<file path="config.mk">
export PLATFORM = sky130hd
export DESIGN_NAME = zcu216_clk_lock_supervisor
export DESIGN_NICKNAME = d
export VERILOG_FILES = /design/src/rtl/zcu216_clk_lock_supervisor.sv
export SDC_FILE = /design/constraint.sdc
export NUM_CORES = 1
export LEC_CHECK = 0
export BUFFER_PORTS_ARGS = -buffer_cell sky130_fd_sc_hd__buf_2
export CORE_MARGIN = 2
export CORE_UTILIZATION = 40
export DETAILED_ROUTE_END_ITERATION = 10
export PLACE_DENSITY_LB_ADDON = 0.2
export SLEW_MARGIN = 15
export SYNTH_ARGS = -nofsm -noshare
export SYNTH_HDL_FRONTEND = slang
export SYNTH_SLANG_ARGS = --single-unit
</file>
<file path="constraint.sdc">
create_clock -name clk -period 5.7 [get_ports clk]
set_input_delay 0.285 -clock clk [delete_from_list [all_inputs] [get_ports clk]]
set_output_delay 0.285 -clock clk [all_outputs]
set_load 0.1 [all_outputs]
</file>
<file path="src/rtl/zcu216_clk_lock_supervisor.sv">
// Board clock MMCM lock supervisor.
// Pulses MMCM reset, waits for a debounced lock with timeout and bounded retries,
// then releases the per-domain resets one by one. Lock loss or a soft request
// re-runs the whole sequence.
module zcu216_clk_lock_supervisor #(
    parameter int NUM_CLK             = 4,
    parameter int RST_PULSE_CYCLES    = 16,
    parameter int LOCK_TIMEOUT_CYCLES = 65536,
    parameter int LOCK_STABLE_CYCLES  = 1024,
    parameter int STAGGER_CYCLES      = 8,
    parameter int MAX_RETRIES         = 3,
    parameter int CNT_W               = 16
) (
    input  logic                             clk,
    input  logic                             rst,
    input  logic                             mmcm_locked,
    input  logic                             soft_reset_req,
    output logic                             mmcm_rst,
    output logic [NUM_CLK-1:0]               clk_rst,
    output logic                             all_ready,
    output logic                             lock_fail,
    output logic [$clog2(MAX_RETRIES+1)-1:0] retry_count,
    output logic [CNT_W-1:0]                 lock_loss_count,
    output logic [2:0]                       state
);

    localparam int RW       = $clog2(MAX_RETRIES + 1);
    localparam int REL_SPAN = (NUM_CLK - 1) * STAGGER_CYCLES;
    localparam int MAX_A    = (RST_PULSE_CYCLES > LOCK_TIMEOUT_CYCLES) ? RST_PULSE_CYCLES - 1
                                                                       : LOCK_TIMEOUT_CYCLES - 1;
    localparam int CNT_MAX  = (MAX_A > REL_SPAN) ? MAX_A : REL_SPAN;
    localparam int CW       = $clog2(CNT_MAX + 1);
    localparam int SW       = $clog2(LOCK_STABLE_CYCLES + 1);

    localparam logic [CW-1:0] RST_LAST    = CW'(RST_PULSE_CYCLES - 1);
    localparam logic [CW-1:0] TO_LAST     = CW'(LOCK_TIMEOUT_CYCLES - 1);
    localparam logic [CW-1:0] REL_LAST    = CW'(REL_SPAN);
    localparam logic [SW-1:0] STABLE_LAST = SW'(LOCK_STABLE_CYCLES - 1);

    typedef enum logic [2:0] {
        S_RESET_MMCM = 3'd0,
        S_WAIT_LOCK  = 3'd1,
        S_RELEASE    = 3'd2,
        S_RUN        = 3'd3,
        S_FAIL       = 3'd4
    } state_t;

    state_t               state_q, state_d;
    logic [CW-1:0]        cnt_q, cnt_d;        // cycles since entry into the current state
    logic [SW-1:0]        stable_q, stable_d;  // consecutive synchronised-lock cycles
    logic [RW-1:0]        retry_q, retry_d;
    logic [CNT_W-1:0]     loss_q, loss_d, loss_sat;
    logic                 mmcm_rst_q, mmcm_rst_d;
    logic [NUM_CLK-1:0]   clk_rst_q, clk_rst_d;
    logic                 all_ready_q, all_ready_d;
    logic                 lock_fail_q, lock_fail_d;
    logic                 sync1_q, sync2_q;
    logic                 locked_s;

    // Two-flop synchroniser for the asynchronous MMCM LOCKED pin
    always_ff @(posedge clk) begin
        if (rst) begin
            sync1_q <= 1'b0;
            sync2_q <= 1'b0;
        end else begin
            sync1_q <= mmcm_locked;
            sync2_q <= sync1_q;
        end
    end

    assign locked_s = sync2_q;
    assign loss_sat = (loss_q == {CNT_W{1'b1}}) ? loss_q : loss_q + CNT_W'(1);

    // Sequencer state and registered outputs
    always_ff @(posedge clk) begin
        if (rst) begin
            state_q     <= S_RESET_MMCM;
            cnt_q       <= '0;
            stable_q    <= '0;
            retry_q     <= '0;
            loss_q      <= '0;
            mmcm_rst_q  <= 1'b1;
            clk_rst_q   <= '1;
            all_ready_q <= 1'b0;
            lock_fail_q <= 1'b0;
        end else begin
            state_q     <= state_d;
            cnt_q       <= cnt_d;
            stable_q    <= stable_d;
            retry_q     <= retry_d;
            loss_q      <= loss_d;
            mmcm_rst_q  <= mmcm_rst_d;
            clk_rst_q   <= clk_rst_d;
            all_ready_q <= all_ready_d;
            lock_fail_q <= lock_fail_d;
        end
    end

    // Next-state logic; outputs are derived from the next state so they stay registered
    always_comb begin
        state_d  = state_q;
        cnt_d    = cnt_q + CW'(1);
        stable_d = '0;
        retry_d  = retry_q;
        loss_d   = loss_q;
        case (state_q)
            S_RESET_MMCM: begin
                if (cnt_q == RST_LAST) begin
                    state_d = S_WAIT_LOCK;
                    cnt_d   = '0;
                end
            end
            S_WAIT_LOCK: begin
                if (locked_s) stable_d = stable_q + SW'(1);
                // A stable lock wins over a timeout landing in the same cycle
                if (locked_s && stable_q == STABLE_LAST) begin
                    state_d = S_RELEASE;
                    cnt_d   = '0;
                end else if (cnt_q == TO_LAST) begin
                    retry_d = retry_q + RW'(1);
                    state_d = (retry_d == RW'(MAX_RETRIES)) ? S_FAIL : S_RESET_MMCM;
                    cnt_d   = '0;
                end
            end
            S_RELEASE: begin
                if (!locked_s) begin
                    state_d = S_RESET_MMCM;
                    cnt_d   = '0;
                    loss_d  = loss_sat;
                end else if (cnt_q == REL_LAST) begin
                    state_d = S_RUN;
                    cnt_d   = '0;
                    retry_d = '0;
                end
            end
            S_RUN: begin
                cnt_d = cnt_q;
                if (!locked_s) begin
                    state_d = S_RESET_MMCM;
                    cnt_d   = '0;
                    loss_d  = loss_sat;
                end
            end
            S_FAIL: cnt_d = cnt_q;
            default: begin
                state_d = S_RESET_MMCM;
                cnt_d   = '0;
            end
        endcase

        // Soft restart overrides everything, including a coincident lock loss
        if (soft_reset_req) begin
            state_d  = S_RESET_MMCM;
            cnt_d    = '0;
            stable_d = '0;
            retry_d  = '0;
            loss_d   = loss_q;
        end

        mmcm_rst_d  = (state_d == S_RESET_MMCM) || (state_d == S_FAIL);
        all_ready_d = (state_d == S_RUN);
        lock_fail_d = (state_d == S_FAIL);
        for (int k = 0; k < NUM_CLK; k++) begin
            if (state_d == S_RELEASE) clk_rst_d[k] = (cnt_d < CW'(k * STAGGER_CYCLES));
            else                      clk_rst_d[k] = (state_d != S_RUN);
        end
    end

    assign mmcm_rst        = mmcm_rst_q;
    assign clk_rst         = clk_rst_q;
    assign all_ready       = all_ready_q;
    assign lock_fail       = lock_fail_q;
    assign retry_count     = retry_q;
    assign lock_loss_count = loss_q;
    assign state           = state_q;

endmodule

</file>
==> reports/metrics.csv, run 1 <==
metric;value;unit
worst vdd ir;0.0001221;V
area share of the largest cell type after synthesis;0.3894;
WL final;6.864;mm
antenna viol nets, final;0;
Worst R2R Setup Slack;3170;ps
wire length on met2;3.030;mm
Final min period;2535;ps
Area Growth Syn to Fin;12.72;%
Tot GR Track Use;0.1844;
clock sinks;57;
WP data arrival;2780;ps
Mapped Area;2930;sq um
Switch Pwr;0.1692;mW
largest cells by area after synthesis;dfxtp_1 (39%), nor2_1 (8.7%), xor2_1 (4.8%);
CTS clk-pin slew, worst paths;70;ps
Worst Max-Slew Pin Slew;793.3;ps
Avg Cell Area, Syn;8.208;sq um
M1 WL;3.247;mm
Leak;1.232;nW
RSZ-0062 raised after global routing;no;
max-slew violations;0;
Post-synth EDFFs;0;
Yosys warning total;0;
hold_ws;148.8;ps
clk root buf;clkbuf_8;
clk_skew;9.730;ps
CTS Buf Count;9;
CTS max path bufs;2;
Final Hold Violating Endpoints;0;
Starting Density;0.4084;
CP required;5950;ps
crit-path max FO;14;
cell taking the most area after synthesis;dfxtp_1;
Hold Buf Count CTS;0;
Post-CTS Setup Repair Bufs;0;
clk_lat worst skew;340;ps
via count;2580;
Logic pwr share;0.020;
Finished Core Util;0.4603;
row count;31;
cell count after synthesis;357;
Peak Freq;394.6;MHz
Vias/cell;5.287;
layout cell share with drive strength beyond 1;0.1594;
Detail Placement HPWL;5.094;mm
Reg-to-Reg End;clk_rst[1];
Worst Hold End;sync1_q;
First DRT Iteration DRCs;214;
Hold Crit Start;mmcm_locked;
Int Power;0.5921;mW
Max Cap Viol;0;
multi-input logic area;1669;sq um
post-synth cell types;57;
Reg power frac;0.527;
routed wl met3;419;um
Async SR Flop Fraction;0;
Die X;89.59;um
Yosys reg bits;57;
CTS H-Tree Depth;3;
initial antenna violation count;0;
worst relative slew slack;0.4711;
port bufs;31;
io pins;32;
die area;8026;sq um
GR Overflow Total;0;
first-pass GRT wire length;11.35;mm
Post-CTS Resized;0;
DRC violations left;0;
Register Area;1141;sq um
Nets;394;
Min-Delay Path Depth;2;
sequential share of the synthesized area;0.3894;
Pre-antenna DRT Iters;5;
vias in the first global route;2329;
worst reg-to-reg path cell count;9;
switching portion of total power;0.2222;
routability cong.;1.088;
Setup TNS;0;ps
Routed wire per std cell;14.07;um
top_reg_cell synth;dfxtp_1;
outcome;complete, no violations;
top-count cell post-synth;nor2_1;
Pwr Density;230.5;nW/um^2
pin count of the biggest net entering global routing;31;
Top Layer Used;met4;
Post-synth top cells;nor2_1 (68), dfxtp_1 (57), nand2_1 (27);
clock network fraction of design power;0.454;
TritonCTS clock tree;done;
crit start category;flop;
Tcrit/Tclk final;0.4447;
Fillers;708;
core region area;7176;sq um
antenna cells;0;
worst min path class;input pin to flop;
Synthesized Nets;366;
Crit. End Element;flop;
critical path type;flop to flop;
worst reg2reg path startpoint;stable_q[0];
endpoints failing setup;0;
Die Y;89.59;um
power groups by stage:
stage / clock, mW / combinational [mW] / sequential (mW)
5_1_grt: 0.377 / 0.0169 / 0.401
6_report: 0.345 / 0.0150 / 0.401
3_3_place_gp: 0 / 0.0153 / 0.410
4_1_cts: 0.354 / 0.0149 / 0.401
2_1_floorplan: 0 / 0.0111 / 0.410
3_5_place_dp: 0 / 0.0149 / 0.410
placed cells by master (no fill, tap or decap), types with 7 or more instances in the layout:
cell / n
a21oi_1: 20
and3_1: 7
buf_2: 31
clkbuf_8: 12
dfxtp_1: 57
inv_1: 9
nand2_1: 27
nand3_1: 16
nand4_1: 12
nor2_1: 68
nor2b_1: 9
o21ai_0: 11
xnor2_1: 10
xor2_1: 16
layer usage:
metal	up-vias	global-route usage
met5	-	0
met4	0	0.09769
met3	14	0.04936
met2	95	0.2721
met1	1161	0.2454
li1	1310	-
worst max-delay path: stages (launching register included):
cell and delay [ps]:
dfxtp_1 370, ha_1 220, nand2_1 70, nor4_1 550, nor3b_2 210, nor2_8 260
nor4bb_1 110, a211oi_2 220, nand4b_1 180, o31ai_1 270
worst max path at each step:
stage	from	to	slack, ps	cells after the start
finish	stable_q[0]	clk_rst[1]	3170	9
global route	cnt_q[9]	clk_rst[1]	2940	8
CTS	stable_q[0]	clk_rst[1]	3210	9
detailed placement	stable_q[0]	clk_rst[3]	3230	9
global placement	stable_q[0]	clk_rst[3]	3180	9
floorplan	lock_loss_count[10]	lock_loss_count[15]	2990	8
cell families (layout without fill, tap and decap cells):
kind of cell,Yosys count,count (layout),share of synthesized area
buffers and inverters,23,55,0.04099
AOI/OAI and AO/OA,61,61,0.1392
and+or+nand+nor,183,183,0.3245
muxes,2,2,0.006832
xor gates and xnor gates,26,26,0.07771
adders and majority gates,5,5,0.02135
DFF,57,57,0.3894
metrics by stage:
step	power (mW)	worst slack [ps]	area (sq um)	cells
after floorplan	0.4207	2988	2930	357
after global placement	0.4250	3185	3123	473
after detailed placement	0.4247	3230	3123	473
after CTS	0.7695	3214	3303	488
after global routing	0.7952	2945	3303	488
final	0.7613	3165	3303	488
flip-flops by register name, indices dropped and copies added (netlist names):
| register | cells |
|---|---|
| cnt_q | 16 |
| all_ready | 1 |
| locked_s | 1 |
| lock_fail | 1 |
| lock_loss_count | 16 |
| mmcm_rst | 1 |
| clk_rst | 4 |
| sync1_q | 1 |
| state | 3 |
| stable_q | 11 |
| retry_count | 2 |
final cells by class:
type                       count  area share
multi-input combinational    277      0.5053
sequential                    57      0.3455
clock buffer                  12     0.05000
timing repair buffer          31     0.04697
tap                           99     0.03750
inverter                       9     0.01023
clock inverter                 3    0.004545
Note: power is estimated with default switching activity, not from simulation.
==> inputs of run 2 (changes only) <==
Clock period 5.7 ns to 2.6 ns, I/O delays scaled along.
==> run 2 against run 1 <==
- wire length up 7.4%
- global-route usage up 0.81 points
- worst setup slack lost 3000 ps
- highest routed layer unchanged
- critical path depth is 1 lower
- sequential share of layout area fell by 2.2 points
- critical endpoint unchanged
- sequential cell count unchanged
- cell count increased by 3.5%
- clock power rose to 3.3 times the previous value
==> reports/metrics.csv, run 2 (synthesized netlist as in run 1, its figures left out) <==
metric;value;unit;change
outcome;complete, no violations;;
port bufs;31;;unchanged
Finished Layout Cells;505;;+3.5%
First DRT Iteration DRCs;173;;-19%
worst reg2reg path startpoint;cnt_q[2];;
Die X;89.59;um;unchanged
most frequent cells in the layout;nor2_1 (67), dfxtp_1 (49), buf_2 (31), nand2_1 (27), a21oi_1 (20);;
CP cell instances;nand3_1, nor2_1, and4_1, xor2_1, o41ai_2, a21oi_1, nand4b_1, o31ai_1;;
Pwr Density;579.6;nW/um^2;+150%
Area Growth Syn to Fin;21.39;%;
Peak Freq;415.8;MHz;+5.4%
Logic pwr share;0.019;;about the same
core region area;7176;sq um;unchanged
Vias/cell;5.333;;+0.87%
critical path's largest stage delay;450;ps;-100 ps
vias in the first global route;2341;;+0.52%
Min-Delay Path Depth;2;;unchanged
crit start category;flop;;
critical path type;flop to flop;;
max-slew violations;0;;unchanged
Pre-antenna DRT Iters;5;;unchanged
Starting Density;0.4084;;unchanged
via count;2693;;+4.4%
worst relative slew slack;0.6105;;+0.1394
commonest non-fill, non-tap cell in the layout;nor2_1;;
Switch Pwr;0.3894;mW;+130%
routability cong.;0.9286;;-15%
die area;8026;sq um;unchanged
Die Y;89.59;um;unchanged
slowest CP cell;dfxtp_1;;
WP data arrival;2660;ps;-120 ps
Nets;410;;+4.1%
io pins;32;;unchanged
first-pass GRT wire length;11.71;mm;+3.2%
CTS max path bufs;2;;unchanged
row count;31;;unchanged
Fillers;678;;-4.2%
Reg-to-Reg End;clk_rst[1];;
CTS Buf Count;9;;unchanged
worst reg-to-reg path cell count;8;;-1
Worst R2R Setup Slack;190;ps;-2970 ps
CTS H-Tree Depth;3;;unchanged
Final Hold Violating Endpoints;0;;unchanged
CTS clk-pin slew, worst paths;70;ps;about the same
Finished Core Util;0.4957;;+0.03540
CP required;2850;ps;-3100 ps
initial antenna violation count;0;;unchanged
Reg power frac;0.426;;-0.101
GR Overflow Total;0;;unchanged
Crit. End Element;flop;;
clock network fraction of design power;0.555;;+0.101
multi-input logic area;1697;sq um;+1.6%
WL final;7.375;mm;+7.4%
Register Area;1151;sq um;+0.88%
switching portion of total power;0.1889;;-0.03338
hold_ws;15.04;ps;-133.8 ps
Int Power;1.672;mW;+180%
worst min path class;input pin to flop;;
Tcrit/Tclk final;0.9250;;+0.4804
antenna viol nets, final;0;;unchanged
DRC violations left;0;;unchanged
Leak;1.362;nW;+11%
Routed wire per std cell;14.60;um;+3.8%
clk_skew;11.56;ps;+1.829 ps
Hold Crit Start;mmcm_locked;;
clk root buf;clkbuf_8;;
TritonCTS clock tree;done;;
antenna cells;0;;unchanged
endpoints failing setup;0;;unchanged
placed cells;486;;+2.7%
Worst Hold End;sync1_q;;
crit-path max FO;8;;-6
clk_lat worst skew;340;ps;about the same
clock sinks;57;;unchanged
Final min period;2405;ps;-129.4 ps
Tot GR Track Use;0.1925;;+0.008079
Detail Placement HPWL;5.411;mm;+6.2%
Max Cap Viol;0;;unchanged
Worst Max-Slew Pin Slew;584.2;ps;-209.1 ps
pin count of the biggest net entering global routing;31;;unchanged
worst vdd ir;0.0002488;V;+100%
layout cell share with drive strength beyond 1;0.2291;;+0.06968
## run 2: how the worst max path moves through the flow
stage	cells past startpoint	end	from
after global routing	8	clk_rst[1]	cnt_q[2]
final	8	clk_rst[1]	cnt_q[2]
after floorplan	7	lock_loss_count[15]	lock_loss_count[2]
after detailed placement	8	clk_rst[3]	cnt_q[9]
after CTS	8	clk_rst[1]	cnt_q[9]
after global placement	7	clk_rst[1]	cnt_q[3]
## run 2: area by class of cell
cell class / instances / share of cell area
clock buffer: 11 / 0.04256
clock inverter: 5 / 0.03517
inverter: 9 / 0.009497
multi-input combinational: 277 / 0.4770
sequential: 57 / 0.3236
tap: 99 / 0.03482
timing repair buffer: 47 / 0.07738
## run 2: worst max-delay path, delay by kind of cell (launching register included)
kind | cells | cell delay, ps
flops | 1 | 450
compound gates | 3 | 700
xor+xnor | 1 | 130
simple gates | 4 | 1040
## run 2: power by group through the flow
stage               clock, mW  sequential (mW)  combinational [mW]
floorplan                   0            0.898              0.0244
global placement            0            0.898              0.0381
detailed placement          0            0.898              0.0374
CTS                      1.17            0.878              0.0377
global route             1.20            0.878              0.0424
finish                   1.14            0.879              0.0385
## run 2: per-stage QoR
step / TNS, ps / total power [mW] / instance area (sq um) / setup slack, ps
floorplan: 0 / 0.9221 / 2938 / 35.31
global placement: 0 / 0.9365 / 3228 / 172.6
detailed placement: 0 / 0.9358 / 3228 / 167.0
CTS: 0 / 2.083 / 3505 / 83.83
global route: -11.57 / 2.122 / 3557 / -11.57
finish: 0 / 2.062 / 3557 / 194.9
## run 2: what timing repair did
action                                 in CTS  in global routing
endpoints found under the hold margin       0                  0
buffers inserted                            0                  3
hold buffers                                0                  0
resized for setup                           0                  8
setup endpoints to repair                   0                  3
## run 2: layer usage
layer | vias to the layer above | track usage | routed length [um]
met5 | - | 0 | 0
met4 | 0 | 0.1085 | 244
met3 | 21 | 0.04022 | 461
met2 | 107 | 0.2894 | 3449
met1 | 1230 | 0.2559 | 3221
li1 | 1335 | - | -
